## config.mk

```make
export PLATFORM = sky130hd
export DESIGN_NAME = crc_8_check_flat
export DESIGN_NICKNAME = d
export VERILOG_FILES = /design/src/rtl/crc8_pkg.sv /design/src/rtl/crc_8_check_if.sv /design/src/rtl/crc8_acc.sv /design/src/rtl/crc_8_check.sv /design/src/flat_wrapper.sv
export SDC_FILE = /design/constraint.sdc
export NUM_CORES = 1
export LEC_CHECK = 0
export BUFFER_PORTS_ARGS = -buffer_cell sky130_fd_sc_hd__buf_4
export CORE_MARGIN = 8
export CORE_UTILIZATION = 32
export DETAILED_ROUTE_END_ITERATION = 10
export PLACE_DENSITY = 0.54
export SETUP_SLACK_MARGIN = 0.3
export SYNTH_ARGS = -nofsm -noshare
export SYNTH_HDL_FRONTEND = slang
export SYNTH_HIERARCHICAL = 1
export SYNTH_SLANG_ARGS = --single-unit
export TNS_END_PERCENT = 100
```

## constraint.sdc

```tcl
create_clock -name clk -period 7.3 [get_ports clk]
set_input_delay 0.365 -clock clk [delete_from_list [all_inputs] [get_ports clk]]
set_output_delay 0.365 -clock clk [all_outputs]
set_load 0.01 [all_outputs]
```

## src/rtl/crc8_pkg.sv

```systemverilog
// Shared definitions for the 80-bit payload + 8-bit CRC frame generator and checker.
package crc8_pkg;

  localparam logic [7:0] CRC8_INIT   = 8'hFF;
  localparam int         FRAME_BYTES = 10;
  localparam int         FRAME_W     = 80;

  typedef enum logic [1:0] {
    IDLE    = 2'd0,
    RX_DATA = 2'd1,
    RX_CRC  = 2'd2,
    DONE    = 2'd3
  } crc8_state_e;

  localparam logic [1:0] ST_IDLE    = 2'd0;
  localparam logic [1:0] ST_RX_DATA = 2'd1;
  localparam logic [1:0] ST_RX_CRC  = 2'd2;
  localparam logic [1:0] ST_DONE    = 2'd3;

  // The frame CRC is a plain byte-wise XOR; the final invert undoes the 8'hFF seed.
  function automatic logic [7:0] crc8_byte_update(input logic [7:0] acc, input logic [7:0] data);
    return acc ^ data;
  endfunction

endpackage

```

## src/rtl/crc_8_check_if.sv

```systemverilog
// Byte-stream link from the link receiver into the CRC checker.
interface crc_8_check_if;

  logic       din_valid;
  logic [7:0] din;
  logic       din_sof;

  modport master (output din_valid, output din, output din_sof);
  modport slave  (input  din_valid, input  din, input  din_sof);

endinterface

```

## src/rtl/crc8_acc.sv

```systemverilog
// Byte-serial CRC accumulator with seed/enable and inverted final value.
module crc8_acc
  import crc8_pkg::*;
(
  input  logic       clk,
  input  logic       rst,
  input  logic       init,
  input  logic       en,
  input  logic [7:0] din,
  output logic [7:0] acc,
  output logic [7:0] crc
);

  // Accumulator register; init together with en seeds with the current byte.
  always_ff @(posedge clk or posedge rst) begin
    if (rst) begin
      acc <= CRC8_INIT;
    end else if (init && en) begin
      acc <= crc8_byte_update(CRC8_INIT, din);
    end else if (init) begin
      acc <= CRC8_INIT;
    end else if (en) begin
      acc <= crc8_byte_update(acc, din);
    end else begin
      acc <= acc;
    end
  end

  assign crc = ~acc;

endmodule

```

## src/rtl/crc_8_check.sv

```systemverilog
// Receive-side frame checker: reassembles 10 payload bytes, compares against the trailing CRC byte.
module crc_8_check
  import crc8_pkg::*;
#(
  parameter int DATA_BYTES = FRAME_BYTES,
  parameter int TIMEOUT    = 255,
  parameter int ERR_CNT_W  = 16
) (
  input  logic                 clk,
  input  logic                 rst,
  crc_8_check_if.slave         rx,
  output logic [FRAME_W-1:0]   frame_data,
  output logic                 frame_valid,
  output logic                 crc_ok,
  output logic [7:0]           crc_rx,
  output logic [7:0]           crc_calc,
  output logic                 frame_abort,
  output logic                 busy,
  output logic [ERR_CNT_W-1:0] err_cnt
);

  localparam int TMO_W = $clog2(TIMEOUT + 1);

  logic [1:0]         state_r;
  logic [1:0]         state_s;
  logic [3:0]         cnt_r;
  logic [3:0]         cnt_s;
  logic [TMO_W-1:0]   tmo_r;
  logic [TMO_W-1:0]   tmo_s;
  logic [FRAME_W-1:0] shift_r;
  logic               acc_init_s;
  logic               acc_en_s;
  logic               shift_en_s;
  logic               finish_s;
  logic               abort_s;
  logic               sof_s;
  logic [7:0]         acc_s;
  logic [7:0]         crc_s;
  logic               crc_bad_s;

  assign sof_s     = rx.din_valid & rx.din_sof;
  assign crc_bad_s = finish_s & (crc_s != rx.din);

  crc8_acc u_acc (
    .clk  (clk),
    .rst  (rst),
    .init (acc_init_s),
    .en   (acc_en_s),
    .din  (rx.din),
    .acc  (acc_s),
    .crc  (crc_s)
  );

  // Next-state and datapath control; an SOF always wins over a timeout in the same cycle.
  always_comb begin
    state_s    = state_r;
    cnt_s      = cnt_r;
    tmo_s      = tmo_r;
    acc_init_s = 1'b0;
    acc_en_s   = 1'b0;
    shift_en_s = 1'b0;
    finish_s   = 1'b0;
    abort_s    = 1'b0;
    case (state_r)
      ST_IDLE, ST_DONE: begin
        if (sof_s) begin
          acc_init_s = 1'b1;
          acc_en_s   = 1'b1;
          shift_en_s = 1'b1;
          cnt_s      = 4'd1;
          tmo_s      = '0;
          state_s    = ST_RX_DATA;
        end else begin
          state_s = ST_IDLE;
        end
      end
      ST_RX_DATA, ST_RX_CRC: begin
        if (sof_s) begin
          abort_s    = 1'b1;
          acc_init_s = 1'b1;
          acc_en_s   = 1'b1;
          shift_en_s = 1'b1;
          cnt_s      = 4'd1;
          tmo_s      = '0;
          state_s    = ST_RX_DATA;
        end else if (rx.din_valid) begin
          tmo_s = '0;
          if (state_r == ST_RX_DATA) begin
            acc_en_s   = 1'b1;
            shift_en_s = 1'b1;
            cnt_s      = cnt_r + 4'd1;
            if (cnt_r == 4'(DATA_BYTES - 1)) begin
              state_s = ST_RX_CRC;
            end else begin
              state_s = ST_RX_DATA;
            end
          end else begin
            finish_s = 1'b1;
            cnt_s    = 4'd0;
            state_s  = ST_DONE;
          end
        end else if (tmo_r == TMO_W'(TIMEOUT - 1)) begin
          abort_s    = 1'b1;
          acc_init_s = 1'b1;
          cnt_s      = 4'd0;
          tmo_s      = '0;
          state_s    = ST_IDLE;
        end else begin
          tmo_s = tmo_r + TMO_W'(1);
        end
      end
      default: begin
        state_s = ST_IDLE;
        cnt_s   = 4'd0;
        tmo_s   = '0;
      end
    endcase
  end

  // FSM, counters and payload shift register.
  always_ff @(posedge clk or posedge rst) begin
    if (rst) begin
      state_r <= ST_IDLE;
      cnt_r   <= 4'd0;
      tmo_r   <= '0;
      shift_r <= '0;
    end else begin
      state_r <= state_s;
      cnt_r   <= cnt_s;
      tmo_r   <= tmo_s;
      if (shift_en_s) begin
        shift_r <= {shift_r[FRAME_W-9:0], rx.din};
      end else begin
        shift_r <= shift_r;
      end
    end
  end

  // Result outputs are captured as the CRC byte is accepted, so they show in the DONE cycle.
  always_ff @(posedge clk or posedge rst) begin
    if (rst) begin
      frame_data  <= '0;
      frame_valid <= 1'b0;
      crc_ok      <= 1'b0;
      crc_rx      <= 8'h00;
      crc_calc    <= 8'h00;
      frame_abort <= 1'b0;
      busy        <= 1'b0;
      err_cnt     <= '0;
    end else begin
      frame_valid <= finish_s;
      frame_abort <= abort_s;
      busy        <= (state_s == ST_RX_DATA) || (state_s == ST_RX_CRC);
      if (finish_s) begin
        frame_data <= shift_r;
        crc_rx     <= rx.din;
        crc_calc   <= crc_s;
        crc_ok     <= (crc_s == rx.din);
      end else begin
        frame_data <= frame_data;
        crc_rx     <= crc_rx;
        crc_calc   <= crc_calc;
        crc_ok     <= crc_ok;
      end
      if ((crc_bad_s || abort_s) && (err_cnt != {ERR_CNT_W{1'b1}})) begin
        err_cnt <= err_cnt + ERR_CNT_W'(1);
      end else begin
        err_cnt <= err_cnt;
      end
    end
  end

endmodule

```

## src/flat_wrapper.sv

```systemverilog
// flat-port wrapper written by rule: the top's interface ports become plain ports
module crc_8_check_flat import crc8_pkg::*;
#(
  parameter int DATA_BYTES = FRAME_BYTES,
  parameter int TIMEOUT    = 255,
  parameter int ERR_CNT_W  = 16
)
  (clk, rst, frame_data, frame_valid, crc_ok, crc_rx, crc_calc, frame_abort, busy, err_cnt, rx_din_valid, rx_din, rx_din_sof);
  crc_8_check_if rx_i ();
  input  logic clk;
  input  logic rst;
  output logic [FRAME_W-1:0] frame_data;
  output logic frame_valid;
  output logic crc_ok;
  output logic [7:0] crc_rx;
  output logic [7:0] crc_calc;
  output logic frame_abort;
  output logic busy;
  output logic [ERR_CNT_W-1:0] err_cnt;
  input wire logic [$bits(rx_i.din_valid)-1:0] rx_din_valid;
  input wire logic [$bits(rx_i.din)-1:0] rx_din;
  input wire logic [$bits(rx_i.din_sof)-1:0] rx_din_sof;
  assign rx_i.din_valid = rx_din_valid;
  assign rx_i.din = rx_din;
  assign rx_i.din_sof = rx_din_sof;
  crc_8_check #(.DATA_BYTES(DATA_BYTES), .TIMEOUT(TIMEOUT), .ERR_CNT_W(ERR_CNT_W)) u_core (.clk(clk), .rst(rst), .rx(rx_i), .frame_data(frame_data), .frame_valid(frame_valid), .crc_ok(crc_ok), .crc_rx(crc_rx), .crc_calc(crc_calc), .frame_abort(frame_abort), .busy(busy), .err_cnt(err_cnt));
endmodule
```

==> results summary, run 1 <==
The run finished with clean final reports. The share of the clock period used by the worst path is 0.378. The multiplexer share of the synthesized area came out at 0.0126. The region available for standard cell placement spans 27,000 um^2. The worst hold path belongs to the class input port to async pin. The post-synthesis cell type with the largest combined area is sky130_fd_sc_hd__dfrtp_1.

The total of hold buffers inserted after clock tree synthesis came out at 0. The post-synthesis share of cell area spent on and, or, nand and nor gates is 0.273. On the critical path, the stage with the largest delay is an instance of sky130_fd_sc_hd__buf_4. In this run the static leakage power is 5.84 nW. For the final database, setup skew stands at 18.2 ps.

The dominant combinational cell family by area after synthesis is simple AND/OR/NAND/NOR gates. The clock input transition at the sequential cells of the worst setup and hold paths came out at 60 ps. VDD sags by at most 0.168 mV.

The final net count is 1,087. The largest net degree at the start of global routing came out at 132. The time the final worst path needs with I/O delays and setup came out at 2760 ps. The met1 usage in global routing came out at 0.173. STA classifies the critical path startpoint as a register.

Summing internal, switching and leakage power gives 4.50 mW. The overall die height is 182 um. The number of routed nets with antenna violations came out at 0.

On the worst path, the slowest cell contributes a delay of 730 ps. The area added between synthesis and finish is 23.1%. The clock passes through at most 3 buffers.

The via density per instance is 4.46. The detailed-route wire length per cell came out at 14.7 um. The layer carrying the most global-route usage is met2. STA classifies the critical path endpoint as a register. The via count of the first global-routing pass is 6,600. The global-route met2 utilization is 0.201. The final-report setup violation count came out at 0.

The first TritonRoute pass finished after 4 iterations. The number of port buffers is 127. The count of flip-flops with a built-in enable after synthesis came out at 0. The xor and xnor fraction of the mapped netlist area is 0.0318. For this run, global-route usage on met3 was measured as 0.0311. The number of sinks driven by the clock tree is 218. The die area is 33,100 um^2.

The sequential-to-total area share from yosys stat came out at 0.620. TritonCTS built the clock tree. The first global-routing pass estimated 35.2 mm of wire. The count of maximum capacitance violations came out at 0. Traced cell by cell, the critical path runs through ha_1 -> or3_4 -> clkinv_2 -> buf_4 -> nand2_1 -> nand2_1. The final hold violation count is 0. The register bit count reported by yosys is 218. The compound-cell area share of the yosys netlist was 0.0219.

At the later pin of the worst-skew pair, clock insertion delay measures 530 ps. The starting utilization of the core area came out at 0.326. Along the worst path, the maximum fanout reaches 87.

The post-synthesis instance area is 8810 um^2. Routability-driven placement finished with a final weighted congestion of 0.726. The required time of the critical path is 7750 ps. The total I/O pin count is 128. Across all layers, the routed design uses 6,374 vias.

By count the netlist is led by sky130_fd_sc_hd__nand2_1, sky130_fd_sc_hd__dfrtp_1, sky130_fd_sc_hd__clkbuf_1. The floorplan step set the die width to 182 um. The sum of overflow across all layers after global routing is 0. The post-synthesis async set-or-reset flop share is 1.00.

The wire-length estimate of the detail-placed layout is 13.4 mm. The arrival time at the worst endpoint is 3210 ps. The leading cell type by number of instances after synthesis is sky130_fd_sc_hd__nand2_1. Clock tree synthesis selected as its root buffer the cell sky130_fd_sc_hd__clkbuf_16.

Yosys printed 6 warnings. The sum of negative setup slack came out at 0 ps. The synthesized-area fraction occupied by adder cells came out at 0.00852. The transition time at the pin with the least slew margin is 999 ps. The most used flip-flop cell after synthesis is sky130_fd_sc_hd__dfrtp_1.

The number of H-tree levels is 1. Synthesis handed over a netlist of 953 instances. The number of buffers added by the clock tree synthesis step came out at 25. The number of resized instances in the post-cts repair step is 0. The most frequent cell on the critical path is sky130_fd_sc_hd__nand2_1. The count of standard-cell rows came out at 60.

Ranked by total cell area, the synthesized netlist is headed by sky130_fd_sc_hd__dfrtp_1, sky130_fd_sc_hd__nand2_1, sky130_fd_sc_hd__dfstp_2, sky130_fd_sc_hd__xor2_1, sky130_fd_sc_hd__xnor2_1. For this block, the routed nets add up to 21.0 mm of wire. The total DRC errors in the routed layout is 0. The max-slew violation count is 0. The total nets after synthesis came out at 971. The number of different library cells in the post-synthesis netlist came out at 37. The average footprint of a synthesized cell came out at 9.24 um^2. For this run, the top clock speed supported by timing is 0.362 GHz.

The number of antenna violations at the first check in global routing came out at 1. The fraction of layout instances using a drive strength above 1 is 0.198. The share of Yosys cell area claimed by the top area cell type is 0.597. The number of antenna diodes in the final layout is 0. By startpoint and endpoint, the worst setup path is classified as register to register. The power density of the placed cells came out at 415 nW/um^2. For this block, the initial DRC count from the detailed router was 458. Setup repair after global routing left no endpoint under its margin.

The worst slew slack as a fraction of its limit came out at 0.334. For this run, the total global-route usage over all layers was measured as 0.127. The buffer count from post-CTS setup fixing is 0.
[per-layer routing]
metal | wire, um | vias up
met3 | 1300 | 22
li1 | - | 3189
met5 | 13 | -
met2 | 9560 | 116
met1 | 9930 | 3045
met4 | 238 | 2
[critical path, delay by kind of cell, from the launching register on]
kind                     cells  cell delay (ps)
buffers and inverters        2              950
AND/OR/NAND/NOR              3              880
flip-flops                   1              380
adder cells (fa/ha/maj)      1              410
[cells in the final DEF (no fill, tap or decap), drive strengths merged, types with 9 or more instances in the layout]
| cell | synthesis | layout |
|---|---|---|
| o21ai | 20 | 20 |
| xor2 | 19 | 19 |
| nand2 | 525 | 525 |
| nand4 | 11 | 11 |
| clkbuf | 27 | 35 |
| xnor2 | 13 | 13 |
| mux2 | 9 | 9 |
| nor2 | 20 | 20 |
| inv | 18 | 18 |
| dfrtp | 210 | 210 |
| buf | 17 | 133 |
[worst paths after layout]
path                                       startpoint                     to  slack (ps)  depth (start not counted)
worst max-delay path                u_core/state_r[0]  u_core/frame_data[60]        4540                          6
max in group asynchronous                         rst     u_core/shift_r[39]        5710                          3
worst max register to register      u_core/state_r[0]  u_core/frame_data[60]        4540                          6
min in group clk                            rx_din[5]       u_core/crc_rx[5]          80                          3
worst min-delay path                              rst       u_core/crc_rx[3]          50                          2
worst min register to register  u_core/frame_data[72]  u_core/frame_data[72]         470                          2
[power breakdown]
| group | switching (mW) | total (mW) | leakage, nW | internal (mW) |
|---|---|---|---|---|
| Clock | 0.494 | 1.21 | 0.396 | 0.712 |
| Combinational | 0.716 | 1.27 | 2.61 | 0.558 |
| Sequential | 0.348 | 2.02 | 2.83 | 1.67 |
[cells by family (layout without fill, tap and decap cells)]
kind of cell,count (synthesis),in the layout
multiplexers,10,10
XOR/XNOR,32,32
flip-flops,218,218
adder cells (fa/ha/maj),6,6
AO/OA/AOI/OAI,31,31
buffers and inverters,62,196
AND/OR/NAND/NOR,594,594
[cell type report]
type	count	area [um^2]
multi-input combinational	673	3070
inverter	18	76.3
clock inverter	10	100
timing repair buffer	133	998
fill	2787	16200
clock buffer	35	703
sequential	218	5470
tap	341	427
[per-stage QoR]
| step | util | instance area [um^2] | setup slack (ps) | std cells | hold WS [ps] |
|---|---|---|---|---|---|
| 6_report | 0.401 | 10800 | 4540 | 1428 | 45.5 |
| 2_1_floorplan | - | 8810 | 1200 | 953 | 408 |
| 3_5_place_dp | 0.372 | 10000 | 4520 | 1383 | 464 |
| 4_1_cts | 0.401 | 10800 | 4520 | 1428 | 61.2 |
| 3_3_place_gp | 0.372 | 10000 | 4590 | 1383 | 458 |
| 5_1_grt | 0.401 | 10800 | 4310 | 1428 | 77.0 |
[sequential cells by signal, indices dropped and copies added (netlist names), 2 cells and up]
| signal | cells |
|---|---|
| u_core/cnt_r | 4 |
| u_core/crc_calc | 8 |
| u_core/u_acc/acc | 8 |
| u_core/tmo_r | 8 |
| u_core/err_cnt | 16 |
| u_core/frame_data | 80 |
| u_core/shift_r | 80 |
| u_core/crc_rx | 8 |
| u_core/state_r | 2 |
(Power assumes the default switching activity.)
==> run 2: changes to the inputs <==
--- a/config.mk
+++ b/config.mk
@@ -9,7 +9,7 @@
 export CORE_MARGIN = 8
 export CORE_UTILIZATION = 32
 export DETAILED_ROUTE_END_ITERATION = 10
-export PLACE_DENSITY = 0.54
+export PLACE_DENSITY = 0.56
 export SETUP_SLACK_MARGIN = 0.3
 export SYNTH_ARGS = -nofsm -noshare
 export SYNTH_HDL_FRONTEND = slang
==> constraint.sdc (replaced) <==
create_clock -name clk -period 2.45 [get_ports clk]
set_input_delay 0.1225 -clock clk [delete_from_list [all_inputs] [get_ports clk]]
set_output_delay 0.1225 -clock clk [all_outputs]
set_load 0.01 [all_outputs]
==> results summary, run 2 (synthesis results as in run 1) <==
The number of routed nets with antenna violations came out at 0. The number of violations reported at the end of detailed-routing iteration 0 is 490. The worst setup path is launched from a register. The minimum setup slack among reg-to-reg paths is 390 ps. The startpoint identified for the worst register-to-register timing path is u_core/u_acc/acc[4]. Summed over all nets, the half-perimeter wirelength after detailed placement is 13.7 mm. The number of antenna violations at the first check in global routing is 0.

At the worst endpoint, the required time is 2840 ps. At the end of the flow the core is filled with cells to 0.410. The arrival time at the worst endpoint is 2450 ps. The worst slew slack as a fraction of its limit is 0.500.

The most numerous cell type found on the critical path is sky130_fd_sc_hd__xor2_1. The flow ran to the end, and the final reports show no timing, DRC or antenna violations. In this run the worst hold path is classified as input port to async pin. Once placement completed, the tool counted placed cells totaling 1,390. The worst setup path is of the register to register kind.

The clock input transition at the sequential cells of the worst setup and hold paths came out at 60 ps. After floorplanning, the core was divided into 60 placement rows. The slowest library cell on the worst path is sky130_fd_sc_hd__dfstp_2.

The core footprint came out at 27,000 um^2. The final-report setup violation count came out at 0. The global-route wire length before repair is 35.5 mm. The sum of overflow across all layers after global routing is 0. The global placer's final weighted congestion came out at 0.746.

The number of H-tree levels came out at 1. For met3 alone, demand over resource in global routing was 0.0257. Leaving out fill and tap cells, the most frequent cell in the layout is sky130_fd_sc_hd__nand2_1. The number of port buffers came out at 127. In the layout the commonest cells are sky130_fd_sc_hd__nand2_1, sky130_fd_sc_hd__dfrtp_1, sky130_fd_sc_hd__buf_4, sky130_fd_sc_hd__clkbuf_16. For this design the ratio of total power to cell area is 1210 nW/um^2. The fraction of layout instances using a drive strength above 1 is 0.204. The transition time at the pin with the least slew margin came out at 750 ps.

The share of the clock period used by the worst path is 0.840. The highest clock frequency the design can meet is 0.486 GHz. The worst reg-to-reg path cell count came out at 8. The die area is 33,100 um^2.

The worst setup path is captured at a register. The net load switching power is 4.60 mW. The total DRC errors in the routed layout is 0. Of the total power, the share spent switching nets is 0.342.

The via density per instance came out at 4.47. The horizontal extent of the die came out at 182 um. The most critical setup path has its endpoint at u_core/err_cnt[14].

The internal portion of the total power is 8.85 mW. In this run the deepest clock path goes through 3 buffers. After global routing, the most crowded layer is met2. Setup repair after global routing left no endpoint under its margin.

The area added between synthesis and finish came out at 25.8%. TritonCTS built the clock tree. The max-slew violation count is 0.

The delay of the slowest cell on the worst path is 530 ps. Tracing the worst setup path back leads to its startpoint at u_core/u_acc/acc[4]. The via count of the first global-routing pass came to 6,742.

The final hold violation count is 0. For this run, global-route usage on met2 was measured as 0.213. The count of TritonRoute iterations in the first routing pass came out at 6. Among cell families on the critical path, the largest total delay comes from flip-flops.

The maximum clock skew at final layout came out at 19.2 ps. The number of buffers added by the clock tree synthesis step came out at 24. The final net count came out at 1,104.

At the later pin of the worst-skew pair, clock insertion delay measures 520 ps. For this block, the routed nets add up to 21.2 mm of wire. The total I/O pin count came out at 128. The number of sinks driven by the clock tree came out at 218. The met1 usage in global routing is 0.167.

The die is 182 um tall. The sequential power share came out at 0.444. The worst-path maximum fanout came out at 15. Clock tree synthesis selected as its root buffer the cell sky130_fd_sc_hd__clkbuf_16. The endpoint identified for the worst register-to-register timing path is u_core/err_cnt[14]. The leakage power total came out at 5.94 nW. The finished layout holds 1,444 standard cells, fillers aside. The critical path goes through inv_1 -> xor2_1 -> nor4_1 -> buf_4 -> a21oi_2 -> o22a_4 -> and3_1 -> xor2_1. The cell depth of the worst setup path is 8.

Across the run, the number of max-cap violations was 0. The total routing resource utilization after global routing came out at 0.128. The routed design could run at a clock period as short as 2060 ps. The number of antenna diodes came out at 0. The starting utilization of the core area came out at 0.326. The detailed-route wire length per cell is 14.7 um.

The largest registers in the layout are u_core/frame_data: 80 flops, u_core/shift_r: 80 flops, u_core/err_cnt: 16 flops. Entering global routing, the biggest net connects 136 pins. The clock share of power is 0.262. Counting both buffers and inverters, the worst setup path holds a total of 2. The portion of total power attributed to combinational logic came out at 0.294. The largest voltage drop on the vdd net came out at 0.530 mV. The total vias in the final route came out at 6,456.
run 2: final cells by class:
type / count / area [um^2]
clock inverter: 10 / 90.1
fill: 2721 / 15900
clock buffer: 33 / 694
multi-input combinational: 673 / 3080
timing repair buffer: 151 / 1250
tap: 341 / 427
sequential: 218 / 5470
inverter: 18 / 72.6
run 2: how the worst min path moves through the flow:
stage	depth (start not counted)	slack, ps	start	endpoint
3_5_place_dp	3	320	rst	u_core/crc_rx[7]
3_3_place_gp	3	320	rst	u_core/crc_rx[7]
4_1_cts	4	330	rst	u_core/crc_calc[2]
6_report	4	310	rst	u_core/crc_calc[2]
2_1_floorplan	1	170	rst	u_core/u_acc/acc[0]
5_1_grt	4	360	rst	u_core/crc_calc[2]
run 2: timing repair:
item                                    in CTS  in global routing
setup buffers                                0                  0
endpoints found under the setup margin       0                  2
hold endpoints to repair                   244                  0
gates resized for setup                      0                  2
hold buffers                                11                  0
run 2: per-layer routing:
layer,part of all wire,vias up
li1,-,3225
met1,0.46,3083
met2,0.47,119
met3,0.046,29
met4,0.022,0
met5,0,-
run 2: stage by stage:
| stage | setup TNS, ps | power, mW | setup WS, ps | hold slack (ps) | cell area (um^2) |
|---|---|---|---|---|---|
| CTS | 0 | 13.7 | 374 | 333 | 11100 |
| global route | 0 | 14.5 | 308 | 356 | 11100 |
| floorplan | -84150 | 8.08 | -401 | 165 | 8810 |
| global placement | 0 | 9.97 | 388 | 324 | 10200 |
| finish | 0 | 13.4 | 392 | 309 | 11100 |
| detailed placement | 0 | 10.1 | 402 | 322 | 10200 |
run 2: power groups by stage:
stage | Clock (mW) | Sequential, mW | Combinational [mW]
final | 3.53 | 5.97 | 3.95
after global routing | 3.80 | 6.16 | 4.50
after CTS | 3.67 | 6.00 | 4.05
after detailed placement | 0 | 6.05 | 4.02
after global placement | 0 | 6.03 | 3.94
after floorplan | 0 | 6.09 | 1.99
run 2: worst reg2reg max path, cell delays in order, from the launching register on:
cell and delay (ps):
sky130_fd_sc_hd__dfstp_2 530, sky130_fd_sc_hd__inv_1 60, sky130_fd_sc_hd__xor2_1 140, sky130_fd_sc_hd__nor4_1 300, sky130_fd_sc_hd__buf_4 170, sky130_fd_sc_hd__a21oi_2 70
sky130_fd_sc_hd__o22a_4 300, sky130_fd_sc_hd__and3_1 200, sky130_fd_sc_hd__xor2_1 140
==> run 3: changes to the inputs <==
--- a/config.mk
+++ b/config.mk
@@ -9,7 +9,7 @@
 export CORE_MARGIN = 8
 export CORE_UTILIZATION = 32
 export DETAILED_ROUTE_END_ITERATION = 10
-export PLACE_DENSITY = 0.56
+export PLACE_DENSITY = 0.54
 export SETUP_SLACK_MARGIN = 0.3
 export SYNTH_ARGS = -nofsm -noshare
 export SYNTH_HDL_FRONTEND = slang
==> constraint.sdc (replaced) <==
create_clock -name clk -period 2.1 [get_ports clk]
set_input_delay 0.105 -clock clk [delete_from_list [all_inputs] [get_ports clk]]
set_output_delay 0.105 -clock clk [all_outputs]
set_load 0.01 [all_outputs]
==> results summary, run 3 (synthesis results as in run 1) <==
The flow ran to the end, and the final reports show no timing, DRC or antenna violations. The tree is rooted in a sky130_fd_sc_hd__clkbuf_16. The cell that appears most often on the critical path is sky130_fd_sc_hd__xor2_1. Among all stages on the critical path, the largest delay is contributed by sky130_fd_sc_hd__dfstp_2. Of the total power, the share spent switching nets is 0.339. The overall die height came out at 182 um. Traced cell by cell, the critical path runs through inv_1 -> xor2_1 -> nor4_2 -> buf_4 -> a21oi_4 -> o22a_4 -> and3_4 -> xor2_1.

The largest net degree at the start of global routing came out at 84. The worst-path maximum fanout is 8. Counting both buffers and inverters, the worst setup path holds a total of 2. Power spread over the standard cell area amounts to 1420 nW/um^2. The half-perimeter wire length of the detailed placement result is 14.5 mm. The summed area of non-filler cells in the final layout came out at 11,600 um^2. The share of the clock period used by the worst path came out at 0.914.

Timing analysis after detailed placement gives a worst setup slack of 96.3 ps. The horizontal extent of the die is 182 um. The kind of cell adding the most delay to the critical path is flip-flops. The number of buffers on the longest clock path is 3.

The number of violations reported at the end of detailed-routing iteration 0 came out at 508. The required time of the critical path came out at 2490 ps. The total design power is 16.5 mW. The arrival time at the worst endpoint is 2310 ps. The clock input transition at the sequential cells of the worst setup and hold paths came out at 60 ps. The worst hold path belongs to the class input port to async pin. The number of filler instances in the final layout came out at 2,680. The largest registers in the layout are u_core/frame_data: 80 flops, u_core/shift_r: 80 flops, u_core/err_cnt: 16 flops.

TritonCTS built the clock tree. The final layout contains 1,130 nets. The via density per instance is 4.54. The final hold violation count is 0. Summed over all layers, the global routing overflow is 0. The number of antenna violations at the first check in global routing came out at 0. The number of buffers added by the clock tree synthesis step is 24.

The number of port buffers is 127. The fraction of layout instances using a drive strength above 1 came out at 0.241. The largest single stage delay on the critical path is 520 ps. At the end of routability-driven placement, the weighted congestion stood at 0.728.

The critical path is of the register to register type. Setup repair after global routing could not meet its margin everywhere. The final-report setup violation count came out at 0.

In the layout the commonest cells are sky130_fd_sc_hd__nand2_1, sky130_fd_sc_hd__dfrtp_1, sky130_fd_sc_hd__buf_4, sky130_fd_sc_hd__clkbuf_16, sky130_fd_sc_hd__o21ai_0. Summing all placed instances gives a cell area of 10,300 um^2. For the final routed database, the setup TNS stands at 0 ps. The maximum clock skew at final layout is 6.53 ps. The count of standard-cell rows came out at 60.

The count of nets left with antenna violations once routing finished came out at 0. The total routing resource utilization after global routing came out at 0.135. The number of antenna diodes came out at 0. The aggregate routed wire length is 23.1 mm.

The internal portion of the total power is 10.9 mW. The starting utilization of the core area came out at 0.326. The post-layout worst setup margin came out at 180 ps. The die area came out at 33,100 um^2. The total vias in the final route came out at 6,672. The nature of the critical path endpoint is a register. The area growth from synthesis to layout is 32.2%. The max-slew violation count came to 0. In this run the tightest slew margin relative to its limit is 0.721.

After detailed routing, the average wire length per cell comes to 15.7 um. The core footprint is 27,000 um^2. The net load switching power came out at 5.60 mW. The total I/O pin count is 128. The routed design could run at a clock period as short as 1920 ps. The leakage power total came out at 6.20 nW. STA classifies the critical path startpoint as a register. The clock share of power came out at 0.259.

The portion of total power attributed to combinational logic is 0.319. At the later pin of the worst-skew pair, clock insertion delay measures 510 ps. The first global-routing pass estimated 37.0 mm of wire. The largest voltage drop on the vdd net came out at 0.844 mV. The highest clock frequency the design can meet came out at 0.521 GHz. Clock tree synthesis found a total of 218 sinks. The total DRC errors in the routed layout came out at 0.

The sequential power share came out at 0.422. The pre-antenna-repair detailed-routing pass consisted of 4 iterations. The library cell used most frequently in the layout, excluding fill and tap cells, is sky130_fd_sc_hd__nand2_1.

The tool flagged a number of max-cap violations equal to 0. The number of H-tree levels came out at 1. For the pin with the worst max-slew slack, the measured transition is 418 ps.

The via count of the first global-routing pass came to 6,943.
-- run 3: worst paths after layout --
kind	startpoint	endpoint	slack, ps	cells after the start
setup / recovery	u_core/u_acc/acc[2]	u_core/err_cnt[14]	180	8
hold / removal	rst	u_core/crc_calc[4]	160	3
setup reg to reg	u_core/u_acc/acc[2]	u_core/err_cnt[14]	180	8
hold reg to reg	u_core/shift_r[74]	u_core/frame_data[74]	470	2
max in group asynchronous	rst	u_core/tmo_r[6]	1170	5
min in group clk	rx_din[7]	u_core/crc_rx[7]	380	4
-- run 3: worst reg2reg max path, stage by stage (launching register included) --
cell and delay, ps:
sky130_fd_sc_hd__dfstp_2 520, sky130_fd_sc_hd__inv_1 60, sky130_fd_sc_hd__xor2_1 150, sky130_fd_sc_hd__nor4_2 260
sky130_fd_sc_hd__buf_4 160, sky130_fd_sc_hd__a21oi_4 70, sky130_fd_sc_hd__o22a_4 270, sky130_fd_sc_hd__and3_4 180
sky130_fd_sc_hd__xor2_1 130
-- run 3: per-layer routing --
layer | track usage | vias to the layer above | part of all wire
li1 | - | 3274 | -
met1 | 0.176 | 3253 | 0.46
met2 | 0.226 | 111 | 0.48
met3 | 0.0251 | 34 | 0.041
met4 | 0.0403 | 0 | 0.025
met5 | 0 | - | 0
-- run 3: cell type report --
cell class	count	area, um^2	area share
sequential	218	5470	0.469
tap	341	427	0.0366
inverter	18	86.3	0.00741
clock inverter	10	128	0.0110
clock buffer	31	678	0.0582
multi-input combinational	674	3240	0.278
timing repair buffer	176	1630	0.140
-- run 3: through the flow --
stage,util,std cells,hold WS [ps]
2_1_floorplan,-,953,148
3_3_place_gp,0.383,1398,148
3_5_place_dp,0.383,1398,149
6_report,0.431,1468,164
4_1_cts,0.423,1461,161
5_1_grt,0.431,1468,193
-- run 3: what timing repair did --
item                                    CTS  global route
setup buffers                             8             5
hold endpoints to repair                167             0
hold buffers                             11             0
gates resized for setup                  11            26
endpoints found under the setup margin  106           142
pin swaps                                 9            14
cloned                                    3             2
-- run 3: power groups by stage --
stage | clock network [mW] | logic (mW) | registers [mW]
floorplan | 0 | 2.44 | 7.10
global placement | 0 | 4.75 | 7.04
detailed placement | 0 | 4.84 | 7.05
CTS | 4.43 | 5.09 | 6.99
global route | 4.58 | 5.92 | 7.20
finish | 4.29 | 5.27 | 6.98
